===== config.mk =====
export PLATFORM = sky130hd
export DESIGN_NAME = ama_riscv_imem_ctrl
export DESIGN_NICKNAME = d
export VERILOG_FILES = /design/src/rtl/ama_riscv_imem_pkg.sv /design/src/rtl/ama_riscv_imem_rd_arb.sv /design/src/rtl/ama_riscv_imem_ctrl.sv
export SDC_FILE = /design/constraint.sdc
export NUM_CORES = 1
export LEC_CHECK = 0
export ABC_AREA = 1
export CAP_MARGIN = 20
export CORE_UTILIZATION = 38
export CTS_CLUSTER_SIZE = 8
export DETAILED_ROUTE_END_ITERATION = 12
export GPL_TIMING_DRIVEN = 0
export PLACE_DENSITY_LB_ADDON = 0.2
export SYNTH_ARGS = -nofsm -noshare
export SYNTH_HDL_FRONTEND = slang
export SYNTH_SLANG_ARGS = --single-unit

===== constraint.sdc =====
create_clock -name clk -period 2.35 [get_ports clk]
set_input_delay 0.3525 -clock clk [delete_from_list [all_inputs] [get_ports clk]]
set_output_delay 0.3525 -clock clk [all_outputs]
set_load 0.05 [all_outputs]

===== src/rtl/ama_riscv_imem_pkg.sv =====
// ama_riscv_imem_pkg: shared constants and types for the IMEM controller.
// Exports: ADDR_W, DATA_W, DEPTH, imem_ctrl_state_t, rd_owner_t.
package ama_riscv_imem_pkg;

    localparam int ADDR_W = 14;
    localparam int DATA_W = 32;
    localparam int DEPTH  = 16384;

    typedef enum logic [1:0] {
        IDLE = 2'd0,
        LOAD = 2'd1,
        RUN  = 2'd2
    } imem_ctrl_state_t;

    typedef enum logic {
        OWN_CORE = 1'b0,
        OWN_LDR  = 1'b1
    } rd_owner_t;

endpackage


===== src/rtl/ama_riscv_imem_rd_arb.sv =====
// ama_riscv_imem_rd_arb: 2-way arbiter for the IMEM synchronous read port.
// Ports: en gates all grants; core_*/ldr_* request, grant, rvalid, rdata;
// imem_addrb/imem_doutb drive the read port (1-cycle read latency).
// Option: IMEM_CTRL_RR_EN selects round-robin, else fixed core priority.
module ama_riscv_imem_rd_arb #(
    parameter int ADDR_W = ama_riscv_imem_pkg::ADDR_W,
    parameter int DATA_W = ama_riscv_imem_pkg::DATA_W
) (
    input  logic              clk,
    input  logic              rst,
    input  logic              en,
    input  logic              core_req,
    input  logic [ADDR_W-1:0] core_addr,
    output logic              core_gnt,
    output logic              core_rvalid,
    output logic [DATA_W-1:0] core_rdata,
    input  logic              ldr_rreq,
    input  logic [ADDR_W-1:0] ldr_raddr,
    output logic              ldr_rgnt,
    output logic              ldr_rvalid,
    output logic [DATA_W-1:0] ldr_rdata,
    output logic [ADDR_W-1:0] imem_addrb,
    input  logic [DATA_W-1:0] imem_doutb
);
    import ama_riscv_imem_pkg::*;

    rd_owner_t         own_q;
    logic              pend_q;
    logic              ldr_wins;
    logic [ADDR_W-1:0] addr_q;
    logic [DATA_W-1:0] crd_q;
    logic [DATA_W-1:0] lrd_q;

`ifdef IMEM_CTRL_RR_EN
    // last winner of a contested cycle; only contests move it
    rd_owner_t last_q;

    assign ldr_wins = ldr_rreq & (~core_req | (last_q == OWN_CORE));

    always_ff @(posedge clk) begin
        if (rst) begin
            last_q <= OWN_LDR;
        end else if (en && core_req && ldr_rreq) begin
            last_q <= ldr_wins ? OWN_LDR : OWN_CORE;
        end
    end
`else
    assign ldr_wins = ldr_rreq & ~core_req;
`endif

    assign ldr_rgnt  = en & ldr_wins;
    assign core_gnt  = en & core_req & ~ldr_wins;

    // address is sampled by the macro, so hold it when nobody reads
    assign imem_addrb = core_gnt ? core_addr :
                        ldr_rgnt ? ldr_raddr : addr_q;

    assign core_rvalid = pend_q & (own_q == OWN_CORE);
    assign ldr_rvalid  = pend_q & (own_q == OWN_LDR);
    assign core_rdata  = core_rvalid ? imem_doutb : crd_q;
    assign ldr_rdata   = ldr_rvalid  ? imem_doutb : lrd_q;

    always_ff @(posedge clk) begin
        if (rst) begin
            pend_q <= 1'b0;
            own_q  <= OWN_CORE;
            addr_q <= '0;
            crd_q  <= '0;
            lrd_q  <= '0;
        end else begin
            pend_q <= core_gnt | ldr_rgnt;
            if (core_gnt || ldr_rgnt) begin
                own_q <= ldr_rgnt ? OWN_LDR : OWN_CORE;
            end
            addr_q <= imem_addrb;
            crd_q  <= core_rdata;
            lrd_q  <= ldr_rdata;
        end
    end

endmodule


===== src/rtl/ama_riscv_imem_ctrl.sv =====
// ama_riscv_imem_ctrl: boot/load sequencer and read arbiter for the IMEM.
// Ports: core fetch (req/gnt/rvalid/rdata/stall), loader write + read-back,
// IMEM port a (write) and port b (read), load_cnt and state observability.
// Option: IMEM_CTRL_RR_EN enables round-robin read arbitration.
module ama_riscv_imem_ctrl #(
    parameter int ADDR_W    = ama_riscv_imem_pkg::ADDR_W,
    parameter int DATA_W    = ama_riscv_imem_pkg::DATA_W,
    parameter int DEPTH     = ama_riscv_imem_pkg::DEPTH,
    parameter bit BOOT_LOAD = 1'b1
) (
    input  logic              clk,
    input  logic              rst,
    input  logic              core_req,
    input  logic [ADDR_W-1:0] core_addr,
    output logic              core_gnt,
    output logic              core_rvalid,
    output logic [DATA_W-1:0] core_rdata,
    output logic              core_stall,
    input  logic              ldr_wvalid,
    input  logic [ADDR_W-1:0] ldr_waddr,
    input  logic [DATA_W-1:0] ldr_wdata,
    output logic              ldr_wready,
    input  logic              ldr_done,
    input  logic              ldr_reload,
    input  logic              ldr_rreq,
    input  logic [ADDR_W-1:0] ldr_raddr,
    output logic              ldr_rgnt,
    output logic              ldr_rvalid,
    output logic [DATA_W-1:0] ldr_rdata,
    output logic              imem_we,
    output logic [ADDR_W-1:0] imem_addra,
    output logic [DATA_W-1:0] imem_dina,
    output logic [ADDR_W-1:0] imem_addrb,
    input  logic [DATA_W-1:0] imem_doutb,
    output logic [ADDR_W:0]   load_cnt,
    output logic [1:0]        state
);
    import ama_riscv_imem_pkg::*;

    localparam logic [ADDR_W:0] CNT_MAX = (ADDR_W+1)'(DEPTH);

    imem_ctrl_state_t st;
    logic             wr_acc;
    logic             rd_en;
    logic [ADDR_W:0]  cnt_nxt;

    assign state      = st;
    assign core_stall = (st != RUN);
    // rst gates the write port so nothing reaches IMEM during reset
    assign ldr_wready = ~rst & (st != RUN);
    assign wr_acc     = ldr_wvalid & ldr_wready;
    assign imem_we    = wr_acc;
    assign imem_addra = ldr_waddr;
    assign imem_dina  = ldr_wdata;
    assign rd_en      = ~rst & (st == RUN);

    assign cnt_nxt = (wr_acc && load_cnt != CNT_MAX) ?
                     load_cnt + 1'b1 : load_cnt;

    always_ff @(posedge clk) begin
        if (rst) begin
            st       <= IDLE;
            load_cnt <= '0;
        end else begin
            unique case (st)
                IDLE: begin
                    if (wr_acc) begin
                        st       <= LOAD;
                        load_cnt <= cnt_nxt;
                    end else if (!BOOT_LOAD) begin
                        st <= RUN;
                    end
                end
                LOAD: begin
                    load_cnt <= cnt_nxt;
                    if (ldr_done || cnt_nxt == CNT_MAX) begin
                        st <= RUN;
                    end
                end
                RUN: begin
                    if (ldr_reload) begin
                        st       <= IDLE;
                        load_cnt <= '0;
                    end
                end
                default: st <= IDLE;
            endcase
        end
    end

    ama_riscv_imem_rd_arb #(
        .ADDR_W (ADDR_W),
        .DATA_W (DATA_W)
    ) u_rd_arb (
        .clk         (clk),
        .rst         (rst),
        .en          (rd_en),
        .core_req    (core_req),
        .core_addr   (core_addr),
        .core_gnt    (core_gnt),
        .core_rvalid (core_rvalid),
        .core_rdata  (core_rdata),
        .ldr_rreq    (ldr_rreq),
        .ldr_raddr   (ldr_raddr),
        .ldr_rgnt    (ldr_rgnt),
        .ldr_rvalid  (ldr_rvalid),
        .ldr_rdata   (ldr_rdata),
        .imem_addrb  (imem_addrb),
        .imem_doutb  (imem_doutb)
    );

endmodule


==> run_results.csv, run 1 <==
group,metric,value,unit
critical_path,crit_path_start,"u_rd_arb.pend_q$_SDFF_PP0_",
hold_path,holdPathStages,2,
hold_path,min_path_type,"reg2reg",
critical_path,cpLargestDelayFamily,"buffers and inverters",
timing,setup_violations,0,
timing,fmax,0.4491,GHz
floorplanning,dieArea,13740,um^2
pwr,p_total,4507,uW
place,hpwl,10670,um
timing,slew_viol_final,0,
synthesis,yosysWarnings,0,
detailed_routing,viasPerCell,4.532,
layout,synthToLayoutAreaGrowth,50.33,%
floorplanning,rows,41,
synthesis,synth-seq-area-share,0.3850,
pwr,power.density,594.5,nW/um^2
timing,final_hold_viol_count,0,
timing,rsz0062_at_grt,"yes",
grt,gr-total-overflow,0,
critical_path,slowest_stage,"dfxtp_1",
detailed_routing,ant_nets,0,
grt,grt_usage,0.2083,
clocking,cts_made_buffers,9,
layout,post-route-util,0.5936,
detailed_routing,drt_wl_total,14160,um
detailed_routing,wl_per_cell,12.30,um
synthesis,synth_nets,860,
layout,final_cell_mix,"155 x nand2_1, 130 x clkdlybuf4s50_1, 94 x nor2_1, 94 x dfxtp_1, 90 x inv_1",
flow_run,cap_viol_max_count,0,
place,portBuffers,214,
clocking,cts_sinks,97,
synthesis,synth.distinct_cells,26,
timing,tightest_slew,0.5570,ns
clocking,root_buffer,"clkbuf_16",
outcome,status,"finished clean",
critical_path,arrival,1.87,ns
critical_path,setup.worst_path.end,"core_rdata[14]",
grt,antenna_found_initial,0,
synthesis,synth_area_leader_cell,"dfxtp_1",
critical_path,end_kind,"output pin",
place,dp_slack,-1.107,ns
floorplanning,die_h,117.2,um
synthesis,yosysTopAreaCellShare,0.3850,
timing,max-slew-margin-rel,0.6301,
timing,fin_crit,2.227,ns
clocking,clock_path_buffers,2,
floorplanning,core,12770,um^2
floorplanning,io_pins,261,
timing,skew,0.008743,ns
layout,layout.cells.non_filler,1152,
pwr,leakage,0.004191,uW
clocking,cts.clk_slew.worst_paths,0.07,ns
detailed_routing,first_pass_iters,5,
layout,nNetsFinal,1090,
layout,drive_gt1_frac,0.2684,
critical_path,crit_buf_inv,5,
synthesis,synth-seq-cells,97,
detailed_routing,drc,0,
critical_path,cp_num_cells,7,
critical_path,cp_max_fo,10,
synthesis,synthTopCellsByArea,"dfxtp_1 39%, nand2_1 12%, or2_2 8.1%",
timing,fin_crit_sh,0.9476,
clocking,cts_max_level,3,
critical_path,r2r-end,"state[1]$_SDFFE_PP0P_",
critical_path,cp.required,2.00,ns
critical_path,reg2reg_depth,14,
critical_path,critPathKind,"reg2out",
detailed_routing,drt_iter0_drc,202,
grt,grt_pass1_vias,4728,
clocking,cts_hold_buf,0,
synthesis,avgSynthCellArea,6.770,um^2
layout,final_common_cell,"nand2_1",
place,place_congestion,0.8433,
timing,setup_slack,0.1231,ns
floorplanning,start_util,0.3948,
critical_path,cp_cell_sequence,"inv_1 -> nor2_4 -> inv_1 -> buf_2 -> o21ai_1 -> inv_1 -> clkdlybuf4s15_2",
synthesis,synth_area,5044,um^2
grt,grt_pass1_wl,22250,um
critical_path,r2r-start,"load_cnt[1]$_SDFFE_PP0P_",
clocking,cts_tree,"done",
critical_path,max_stage_delay,0.34,ns
critical_path,crit_top_cell,"inv_1",
synthesis,synthCells,745,
clocking,clock_latency,0.35,ns
place,placedCellCount,1131,
detailed_routing,vias,5221,
critical_path,rrSetupSlack,0.24,ns
layout,antennaDiodeCount,0,
pwr,vdd_drop_max,474.9,uV
layout,fillers,1229,
floorplanning,die_width,117.2,um
critical_path,critPathLaunchType,"flop",
grt,grt_max_degree,19,
[power by group]
| part | internal (uW) | total (uW) | switching, uW |
|---|---|---|---|
| Sequential | 1690 | 1720 | 21.0 |
| Combinational | 447 | 1260 | 812 |
| Clock | 845 | 1530 | 688 |
[synthesized netlist by cell type, drive strengths merged]
library cell  count
nand2           162
nor2            102
dfxtp            97
inv              95
o21ai            66
or2              65
buf              55
nand3            35
clkbuf           24
a21oi            17
a31oi             9
nand4             8
xor2              3
ha                2
and3              1
clkinv            1
nand3b            1
o211ai            1
xnor2             1
[routing by layer]
layer | vias to the layer above | global-route usage | part of all wire
met5 | - | 0 | 0
met4 | 0 | 0.08101 | 0.022
met3 | 18 | 0.05664 | 0.079
met2 | 179 | 0.3412 | 0.47
met1 | 2312 | 0.2599 | 0.43
li1 | 2712 | - | -
[worst register-to-register path, delay by kind of cell, from the launching register on]
kind / cells / cell delay [ns]
AND/OR/NAND/NOR: 12 / 1.19
flip-flops: 1 / 0.43
adder cells (fa/ha/maj): 1 / 0.29
XOR/XNOR: 1 / 0.15
[sequential cells by signal (all words and copies together) (netlist names)]
name and cells:
u_rd_arb.addr_q 14, u_rd_arb.own_q 1, state 2, u_rd_arb.lrd_q 32, u_rd_arb.pend_q 1, u_rd_arb.crd_q 32, load_cnt 15
[worst min path at each step]
stage / start / endpoint
finish: u_rd_arb.addr_q[1]$_SDFF_PP0_ / u_rd_arb.addr_q[1]$_SDFF_PP0_
detailed placement: u_rd_arb.addr_q[1]$_SDFF_PP0_ / u_rd_arb.addr_q[1]$_SDFF_PP0_
global placement: u_rd_arb.addr_q[1]$_SDFF_PP0_ / u_rd_arb.addr_q[1]$_SDFF_PP0_
CTS: u_rd_arb.addr_q[1]$_SDFF_PP0_ / u_rd_arb.addr_q[1]$_SDFF_PP0_
global route: u_rd_arb.addr_q[0]$_SDFF_PP0_ / u_rd_arb.addr_q[0]$_SDFF_PP0_
floorplan: u_rd_arb.addr_q[0]$_SDFF_PP0_ / u_rd_arb.addr_q[0]$_SDFF_PP0_
[area by class of cell]
class	instances	area [um^2]	share of cell area
Timing Repair Buffer	219	1904	0.2512
Buffer	79	541.8	0.07145
Multi-Input combinational cell	473	2302	0.3036
Clock inverter	7	83.83	0.01106
Sequential cell	97	1946	0.2566
Inverter	96	364.1	0.04802
Clock buffer	9	225.2	0.02970
Tap cell	172	215.2	0.02838
[what timing repair did]
| item | 4_1_cts | 5_1_grt |
|---|---|---|
| pin swaps | 0 | 0 |
| gates resized for setup | 305 | 134 |
| endpoints found under the setup margin | 83 | 82 |
| endpoints found under the hold margin | 0 | 0 |
| buffers inserted | 5 | 0 |
[per-stage QoR]
step	instance area, um^2	setup TNS (ns)	hold WS [ns]
5_1_grt	7582	-0.02948	0.5261
3_5_place_dp	7453	-28.92	0.4978
2_1_floorplan	5096	0	0.4790
6_report	7582	0	0.5066
4_1_cts	7745	-1.188	0.5125
3_3_place_gp	7453	-29.01	0.4957
[cell families (layout without fill, tap and decap cells)]
logic type,after synthesis,after routing,synth area share
and+or+nand+nor,374,374,0.3349
DFF,97,97,0.3850
AOI/OAI and AO/OA,93,93,0.09601
adders and majority gates,2,2,0.004961
xor gates and xnor gates,4,4,0.006947
buffers and inverters,175,410,0.1722
Power figures use the tool's default switching activity.
==> inputs of run 2 (changes only) <==
--- a/config.mk
+++ b/config.mk
@@ -12,6 +12,7 @@
 export DETAILED_ROUTE_END_ITERATION = 12
 export GPL_TIMING_DRIVEN = 0
 export PLACE_DENSITY_LB_ADDON = 0.2
+export SLEW_MARGIN = 0
 export SYNTH_ARGS = -nofsm -noshare
 export SYNTH_HDL_FRONTEND = slang
 export SYNTH_SLANG_ARGS = --single-unit
==> results of run 2 <==
Same layout as run 1: the final DEF is identical, and so are final timing and power.
==> inputs of run 3 (changes only) <==
--- a/config.mk
+++ b/config.mk
@@ -7,7 +7,7 @@
 export LEC_CHECK = 0
 export ABC_AREA = 1
 export CAP_MARGIN = 20
-export CORE_UTILIZATION = 38
+export CORE_UTILIZATION = 40
 export CTS_CLUSTER_SIZE = 8
 export DETAILED_ROUTE_END_ITERATION = 12
 export GPL_TIMING_DRIVEN = 0
==> run 3 against run 2 <==
Register-to-register slack hardly changed. Sequential power hardly changed. Maximum frequency is 0.42% higher. Global-route usage is 0.79 points higher. Critical endpoint is now ldr_rdata[1]. Highest routed layer unchanged.
==> run_results.csv, run 3 (synthesis results as in run 1) <==
group,metric,value,unit
outcome,status,"finished clean",
layout,nNetsFinal,1089,
pwr,p_total,4543,uW
floorplanning,dieArea,13060,um^2
layout,multiInputGateArea,2317,um^2
grt,grt_pass1_wl,22380,um
hold_path,min_path_type,"in2reg",
floorplanning,io_pins,261,
floorplanning,die_h,114.3,um
clocking,clock_path_buffers,2,
detailed_routing,vias,5171,
floorplanning,rows,40,
timing,slew_viol_final,0,
clocking,cts_sinks,97,
critical_path,cp_cell_sequence,"nand2_2 -> clkbuf_1 -> o21ai_0 -> inv_1 -> clkdlybuf4s15_2",
critical_path,slowest_stage,"clkbuf_1",
timing,fmax,0.4510,GHz
layout,antennaDiodeCount,0,
clocking,clock_latency,0.35,ns
layout,synthToLayoutAreaGrowth,52.82,%
detailed_routing,top_layer_used,"met4",
timing,tightest_slew,0.5653,ns
critical_path,critPathLaunchType,"flop",
critical_path,max_stage_delay,0.40,ns
place,place_congestion,0.8454,
detailed_routing,drt_wl_total,14010,um
detailed_routing,first_pass_iters,5,
grt,grt_max_degree,17,
critical_path,arrival,1.87,ns
detailed_routing,routed-wl-met3,1210,um
place,portBuffers,214,
critical_path,critPathKind,"reg2out",
place,hpwl,10480,um
detailed_routing,viasPerCell,4.508,
timing,rsz0062_at_grt,"yes",
layout,drive_gt1_frac,0.2697,
pwr,vdd_drop_max,595.3,uV
layout,layout.cells.non_filler,1147,
clocking,cts_hold_buf,0,
detailed_routing,drc,0,
timing,skew,0.005279,ns
clocking,cts.clk_slew.worst_paths,0.07,ns
detailed_routing,wl_per_cell,12.21,um
pwr,leakage,0.004166,uW
layout,post-route-util,0.6337,
pwr,power.density,589.4,nW/um^2
clocking,cts_made_buffers,9,
grt,grt_pass1_vias,4696,
timing,max-slew-margin-rel,0.6246,
timing,fin_crit,2.218,ns
floorplanning,start_util,0.4147,
layout,final_cell_mix,"154 x nand2_1, 130 x clkdlybuf4s50_1, 94 x dfxtp_1",
detailed_routing,drt_iter0_drc,213,
critical_path,cp.required,2.00,ns
detailed_routing,met1_length,6133,um
layout,fillers,1174,
place,place_area,7448,um^2
timing,final_hold_viol_count,0,
grt,antenna_found_initial,0,
flow_run,cap_viol_max_count,0,
place,placedCellCount,1127,
grt,gr-total-overflow,0,
timing,holdWs,0.4252,ns
grt,grt_usage,0.2162,
timing,setup_violations,0,
floorplanning,core,12160,um^2
critical_path,cp_max_fo,10,
detailed_routing,routed-wl-met2,6556,um
clocking,cts_max_level,3,
timing,fin_crit_sh,0.9436,
clocking,cts_tree,"done",
critical_path,end_kind,"output pin",
layout,largestRegisters,"u_rd_arb.crd_q: 32 flops, u_rd_arb.lrd_q: 32 flops, load_cnt: 15 flops",
clocking,root_buffer,"clkbuf_16",
layout,register_area,1946,um^2
detailed_routing,ant_nets,0,
floorplanning,die_width,114.3,um
layout,finalInstanceArea,7707,um^2
layout,final_common_cell,"nand2_1",
-- run 3: cell types whose count changed in the layout (fill, tap and decap cells not counted), moves of 3 or more --
cell	previous run	this run
clkdlybuf4s15_2	6	24
clkbuf_2	16	4
buf_2	50	39
buf_4	52	58
buf_6	15	9
clkbuf_4	7	10
-- run 3: final timing paths --
check | cells past startpoint | slack [ns] | startpoint | endpoint
hold / removal | 4 | 0.43 | rst | u_rd_arb.addr_q[11]$_SDFF_PP0_
setup / recovery | 5 | 0.13 | u_rd_arb.own_q$_SDFFE_PP0P_ | ldr_rdata[1]
setup reg to reg | 14 | 0.24 | load_cnt[1]$_SDFFE_PP0P_ | state[1]$_SDFFE_PP0P_
hold reg to reg | 2 | 0.51 | u_rd_arb.addr_q[0]$_SDFF_PP0_ | u_rd_arb.addr_q[0]$_SDFF_PP0_
-- run 3: critical path: cells and delay by family (launching register included) --
| kind | cells | cell delay [ns] |
|---|---|---|
| AO/OA/AOI/OAI | 1 | 0.18 |
| flip-flops | 1 | 0.35 |
| buffers and inverters | 3 | 0.86 |
| AND/OR/NAND/NOR | 1 | 0.13 |
-- run 3: stage by stage --
step | TNS (ns) | setup WS (ns)
final | 0 | 0.1325
after global routing | -0.02554 | -0.007793
after CTS | -0.06829 | -0.02121
after detailed placement | -27.10 | -1.165
after global placement | -27.33 | -1.124
after floorplan | 0 | 0.1282
-- run 3: metal layers --
| metal | global-route usage | vias to the layer above |
|---|---|---|
| li1 | - | 2707 |
| met2 | 0.3616 | 185 |
| met5 | 0 | - |
| met1 | 0.2652 | 2272 |
| met4 | 0.04675 | 0 |
| met3 | 0.07941 | 7 |
-- run 3: final cells by class --
class                      count  share of cell area
buffer                        79             0.07110
inverter                      96             0.04773
clock inverter                 4            0.007305
multi-input combinational    473              0.3006
sequential                    97              0.2524
timing repair buffer         218              0.2602
clock buffer                  12             0.03328
tap                          168             0.02727
-- run 3: what timing repair did --
item,4_1_cts,5_1_grt
setup endpoints to repair,83,79
pin swaps,0,1
setup buffers,0,4
resized for setup,328,97
-- run 3: power breakdown --
| part | internal, uW | leakage, uW | switching (uW) |
|---|---|---|---|
| registers | 1690 | 0.000785 | 20.9 |
| logic | 468 | 0.00323 | 818 |
| clock network | 894 | 0.000154 | 647 |
| total | 3060 | 0.00417 | 1490 |
